<file path="config.mk">
export PLATFORM = sky130hd
export DESIGN_NAME = bpsk_symbol_sequencer
export DESIGN_NICKNAME = d
export VERILOG_FILES = /design/src/rtl/bpsk_symbol_sequencer.sv
export SDC_FILE = /design/constraint.sdc
export NUM_CORES = 1
export LEC_CHECK = 0
export ABC_AREA = 1
export CAP_MARGIN = 20
export CORE_ASPECT_RATIO = 0.7
export CORE_MARGIN = 2
export CORE_UTILIZATION = 35
export CTS_CLUSTER_SIZE = 30
export DETAILED_ROUTE_END_ITERATION = 10
export PLACE_DENSITY = 0.62
export SLEW_MARGIN = 15
export SYNTH_ARGS = -nofsm -noshare
export SYNTH_HDL_FRONTEND = slang
export SYNTH_SLANG_ARGS = --single-unit
</file>
<file path="constraint.sdc">
create_clock -name clk -period 6.37 [get_ports clk]
set_input_delay 1.5925 -clock clk [delete_from_list [all_inputs] [get_ports clk]]
set_output_delay 1.5925 -clock clk [all_outputs]
set_load 0.02 [all_outputs]
</file>
<file path="src/rtl/bpsk_symbol_sequencer.sv">
// Byte-to-BPSK symbol sequencer: shifts bytes out MSB first, changing phase only on carrier wraps.
// Optional burst preamble is enabled by defining BPSK_PREAMBLE_EN.
module bpsk_symbol_sequencer #(
  parameter int          PPB_W    = 8,
  parameter logic [7:0]  PREAMBLE = 8'hAA
) (
  input  logic             clk,
  input  logic             reset_n,
  input  logic [7:0]       data_in,
  input  logic             data_valid,
  output logic             data_ready,
  input  logic [PPB_W-1:0] periods_per_bit,
  input  logic             carrier_wrap,
  output logic             modulator,
  output logic             bit_strobe,
  output logic             byte_done,
  output logic             busy
);

  typedef enum logic [1:0] {IDLE, ALIGN, SEND} state_t;

  state_t           state_q, state_d;
  logic             hold_valid_q, hold_valid_d;
  logic [7:0]       hold_byte_q, hold_byte_d;
  logic [7:0]       shift_reg_q, shift_reg_d;
  logic [PPB_W-1:0] ppb_lat_q, ppb_lat_d;
  logic [PPB_W-1:0] period_cnt_q, period_cnt_d;
  logic [2:0]       bit_idx_q, bit_idx_d;
  logic             modulator_q, modulator_d;
  logic             bit_strobe_q, bit_strobe_d;
  logic             byte_done_q, byte_done_d;
  logic             busy_q, busy_d;
  logic [PPB_W-1:0] ppb_eff;
  logic             accept;
`ifdef BPSK_PREAMBLE_EN
  logic             pre_q, pre_d;
`endif

  assign ppb_eff    = (periods_per_bit == '0) ? PPB_W'(1) : periods_per_bit;
  assign data_ready = !hold_valid_q;
  assign accept     = data_valid && !hold_valid_q;
  assign modulator  = modulator_q;
  assign bit_strobe = bit_strobe_q;
  assign byte_done  = byte_done_q;
  assign busy       = busy_q;

  always_comb begin
    state_d      = state_q;
    hold_valid_d = hold_valid_q;
    hold_byte_d  = hold_byte_q;
    shift_reg_d  = shift_reg_q;
    ppb_lat_d    = ppb_lat_q;
    period_cnt_d = period_cnt_q;
    bit_idx_d    = bit_idx_q;
    modulator_d  = modulator_q;
    bit_strobe_d = 1'b0;
    byte_done_d  = 1'b0;
`ifdef BPSK_PREAMBLE_EN
    pre_d        = pre_q;
`endif
    case (state_q)
      IDLE: begin
        modulator_d = 1'b1;
        if (hold_valid_q) begin
`ifdef BPSK_PREAMBLE_EN
          // Held data byte stays put; it follows the preamble via the back-to-back path.
          shift_reg_d  = PREAMBLE;
          pre_d        = 1'b1;
`else
          shift_reg_d  = hold_byte_q;
          hold_valid_d = 1'b0;
`endif
          ppb_lat_d = ppb_eff;
          state_d   = ALIGN;
        end
      end
      ALIGN: begin
        if (carrier_wrap) begin
          modulator_d  = shift_reg_q[7];
          bit_idx_d    = 3'd0;
          period_cnt_d = '0;
          bit_strobe_d = 1'b1;
          state_d      = SEND;
        end
      end
      SEND: begin
        if (carrier_wrap) begin
          if (period_cnt_q != ppb_lat_q - PPB_W'(1)) begin
            period_cnt_d = period_cnt_q + PPB_W'(1);
          end else if (bit_idx_q != 3'd7) begin
            bit_idx_d    = bit_idx_q + 3'd1;
            shift_reg_d  = shift_reg_q << 1;
            modulator_d  = shift_reg_q[6];
            period_cnt_d = '0;
            bit_strobe_d = 1'b1;
          end else begin
`ifdef BPSK_PREAMBLE_EN
            byte_done_d = !pre_q;
`else
            byte_done_d = 1'b1;
`endif
            if (hold_valid_q) begin
              shift_reg_d  = hold_byte_q;
              modulator_d  = hold_byte_q[7];
              ppb_lat_d    = ppb_eff;
              period_cnt_d = '0;
              bit_idx_d    = 3'd0;
              bit_strobe_d = 1'b1;
              hold_valid_d = 1'b0;
`ifdef BPSK_PREAMBLE_EN
              pre_d        = 1'b0;
`endif
            end else begin
              modulator_d = 1'b1;
              state_d     = IDLE;
            end
          end
        end
      end
      default: state_d = IDLE;
    endcase
    if (accept) begin
      hold_byte_d  = data_in;
      hold_valid_d = 1'b1;
    end
    busy_d = (state_d != IDLE);
  end

  always_ff @(posedge clk or negedge reset_n) begin
    if (!reset_n) begin
      state_q      <= IDLE;
      hold_valid_q <= 1'b0;
      ppb_lat_q    <= PPB_W'(1);
      period_cnt_q <= '0;
      bit_idx_q    <= 3'd0;
      modulator_q  <= 1'b1;
      bit_strobe_q <= 1'b0;
      byte_done_q  <= 1'b0;
      busy_q       <= 1'b0;
`ifdef BPSK_PREAMBLE_EN
      pre_q        <= 1'b0;
`endif
    end else begin
      state_q      <= state_d;
      hold_valid_q <= hold_valid_d;
      ppb_lat_q    <= ppb_lat_d;
      period_cnt_q <= period_cnt_d;
      bit_idx_q    <= bit_idx_d;
      modulator_q  <= modulator_d;
      bit_strobe_q <= bit_strobe_d;
      byte_done_q  <= byte_done_d;
      busy_q       <= busy_d;
`ifdef BPSK_PREAMBLE_EN
      pre_q        <= pre_d;
`endif
    end
  end

  // Byte storage is qualified by hold_valid/state, so it needs no reset.
  always_ff @(posedge clk) begin
    hold_byte_q <= hold_byte_d;
    shift_reg_q <= shift_reg_d;
  end

endmodule

</file>
==> metrics.md <==
| Metric | Value |
|---|---|
| Syn_area_per_cell | 8.24 sq um |
| Combinational family with the most area after synthesis | simple AND/OR/NAND/NOR gates |
| Synth-to-layout area growth | 17.6% |
| Post-Route WL | 5160 um |
| Post-Synth Simple-Gate Area | 32.7% |
| FF-to-FF path depth | 12 |
| WL per Instance | 12.4 um |
| CP cell instances | inv_1 > clkdlybuf4s50_1 |
| I/O Pins | 25 |
| First-pass GRT wire length | 8910 um |
| CTS Buffer Depth | 2 |
| Clk_lat worst skew | 0.30 ns |
| Via Count | 1919 |
| Adder-cell share of the synthesized area | 4.08% |
| CP Capture Point | data_ready |
| Fin crit share | 56.9% |
| IO Port Bufs | 24 |
| Post-Syn Area | 2450 sq um |
| Worst slew pin tran | 0.650 ns |
| Peak Freq | 276 MHz |
| Clock Skews | 0.00620 ns |
| Seq/Total Area, Yosys | 46.2% |
| P per Cell Area | 219 nW/um^2 |
| Core area | 6760 sq um |
| Share of cells above drive strength 1 | 11.8% |
| Root buffer cell | clkbuf_8 |
| Crit-path max cell delay | 0.76 ns |
| Detailed Routing Iterations Pass 1 | 4 |
| Cts hold-fix bufs | 0 |
| Max-slew violations | 0 |
| XOR/XNOR Fraction of Synth Area | 2.50% |
| Via density | 4.60 |
| Die area | 7710 sq um |
| CP required | 4.78 ns |
| Crit Path Max Fanout | 20 |
| Starting density of the core | 36.3% |
| Largest net degree at the start of global routing | 27 |
| Antenna violation net count after detailed routing | 0 |
| # resized after CTS | 0 |
| Critical path's slowest cell | dfrtp_1 |
| Period minus WS final | 3.62 ns |
| Dominant cells by area after synthesis | dfrtp_1 24%, edfxtp_1 20%, nand2_1 14% |
| Leak | 1.28 nW |
| Top-area cell type share of the netlist area | 24.5% |
| Hold Crit Class | flip-flop to flip-flop |
| Post-synthesis mux area share | 0% |
| RSZ-0062 raised after global routing | false |
| Status | finished clean |
| R2r endpoint | shift_reg_q[5] |
| Setup ws final | 2.75 ns |
| GRT Resource Usage Total | 14.9% |
| CP Launch Type | flip-flop |
| Synth Register Bits | 42 |
| R2r setup slk | 3.85 ns |
| Critical path class | flip-flop to output pin |
| Critical path startpoint | hold_valid_q |
| Post-synth top area cell | dfrtp_1 |
| Number of global-route vias before repair | 1790 |
| Most common cell after layout, fill and taps aside | nand2_1 |
| Initial antenna violation count | 0 |
| WP data arrival | 2.03 ns |
| CTS Buf Count | 5 |
| Crit end category | output pin |
| Setup bufs post-CTS | 0 |
| Final #Nets | 350 |
| CTS HTree Levels | 2 |
| Die H | 74.1 um |
| Fill cells | 696 |
| Clock sinks | 42 |
| Post-synth cell types | 33 |
| Total power | 0.000633 W |
| Hpwl dp | 3900 um |
| Initial DRC Count | 72 |
| Total grt overflow | 0 |
| Complex-gate fraction of the synthesized area | 7.24% |
| Relative slew slack | 56.5% |
| Most frequent cells in the layout | 89 x nand2_1, 32 x inv_1, 24 x dfrtp_1, 24 x clkdlybuf4s50_1, 23 x nor2_1 |
| Post-Place Worst Slack | 3.09 ns |
| Clk slew on worst S/H paths | 0.09 ns |
| Row cnt | 25 |
| Syn Nets | 326 |
| Yosys warns | 0 |
| Fin util | 42.7% |
| Setup TNS Final | 0 ns |
| TritonCTS clock tree | done |
| Worst r2r src | ppb_lat_q[0] |
| Cells after synthesis | 298 |
| Hold Vio Cnt, Final | 0 |
| Die span in x | 104 um |
| Residual DRC | 0 |
| Final Setup Violations | 0 |
| GPL Wtd Cong | 0.873 |
| Maximum VDD drop | 98.0 uV |
| Max Cap Viol | 0 |
| Ant diodes | 0 |
## metal layers
metal	GRT usage [%]	share of wire [%]
met1	23.0	56
met2	19.8	38
met3	4.12	5.0
met4	4.50	0.66
met5	0	0
## report_power, final
group / switching, W / internal (W) / total, W
Clock: 0.000102 / 0.000117 / 0.000219
Sequential: 0.0000235 / 0.000294 / 0.000318
Combinational: 0.0000509 / 0.0000452 / 0.0000962
Total: 0.000176 / 0.000456 / 0.000633
## per-stage QoR
step	instances	hold WS (ns)	area [sq um]
after global routing	417	0.493	2890
after CTS	417	0.477	2890
after floorplan	298	0.458	2450
after global placement	409	0.466	2770
final	417	0.475	2890
after detailed placement	409	0.455	2770
## sequential cells by signal, summed over array words and instances, names as in the netlist
register      count
ppb_lat_q         8
state_q           2
bit_idx_q         3
hold_valid_q      1
modulator         1
shift_reg_q       8
byte_done         1
hold_byte_q       8
period_cnt_q      8
bit_strobe        1
busy              1
## worst min path at each step
stage	from	to	slack (ns)	cells past startpoint
finish	modulator	modulator	0.48	2
global route	modulator	modulator	0.49	2
CTS	modulator	modulator	0.48	2
detailed placement	modulator	modulator	0.46	2
global placement	modulator	modulator	0.47	2
floorplan	ppb_lat_q[0]	ppb_lat_q[0]	0.46	2
## area by class of cell
cell class | count | area, sq um | share of cell area (%)
Clock buffer | 5 | 68.8 | 2.38
Clock inverter | 3 | 45.0 | 1.56
Multi-Input combinational cell | 213 | 1140 | 39.6
Sequential cell | 42 | 1130 | 39.3
Inverter | 35 | 131 | 4.55
Timing Repair Buffer | 25 | 248 | 8.58
Tap cell | 94 | 118 | 4.07
## worst max-delay path: cells and delay by family (launching register included)
| family | cells | cell delay (ns) |
|---|---|---|
| buffers and inverters | 2 | 0.97 |
| flip-flops | 1 | 0.76 |
## kinds of logic (layout without fill, tap and decap cells)
| group | Yosys count | after routing |
|---|---|---|
| simple gates | 169 | 169 |
| flops | 42 | 42 |
| buf+inv | 43 | 68 |
| xor+xnor | 7 | 7 |
| fa+ha+maj | 8 | 8 |
| compound gates | 29 | 29 |
## cell usage after synthesis
cell      number
nand2_4        2
o21a_1         1
nand3b_1       3
nand2_2        5
xor2_1         4
o21ai_2        6
a21oi_1        5
o21ai_1        5
dfrtp_1       24
a211oi_1       1
buf_6          2
clkbuf_1       4
nand3_1       18
nand2_1       89
nand3_2        3
or2_2          3
edfxtp_1      16
nor3_1         2
nand3_4        1
buf_2          2
inv_1         32
ha_1           8
xnor2_1        3
nor2_4         3
o211ai_1       1
inv_2          3
nor2_2         1
o21ai_0        9
nor4_1         1
a21o_1         1
nand4_1       15
nor2_1        23
dfstp_2        2
Note: power is estimated with default switching activity, not from simulation.
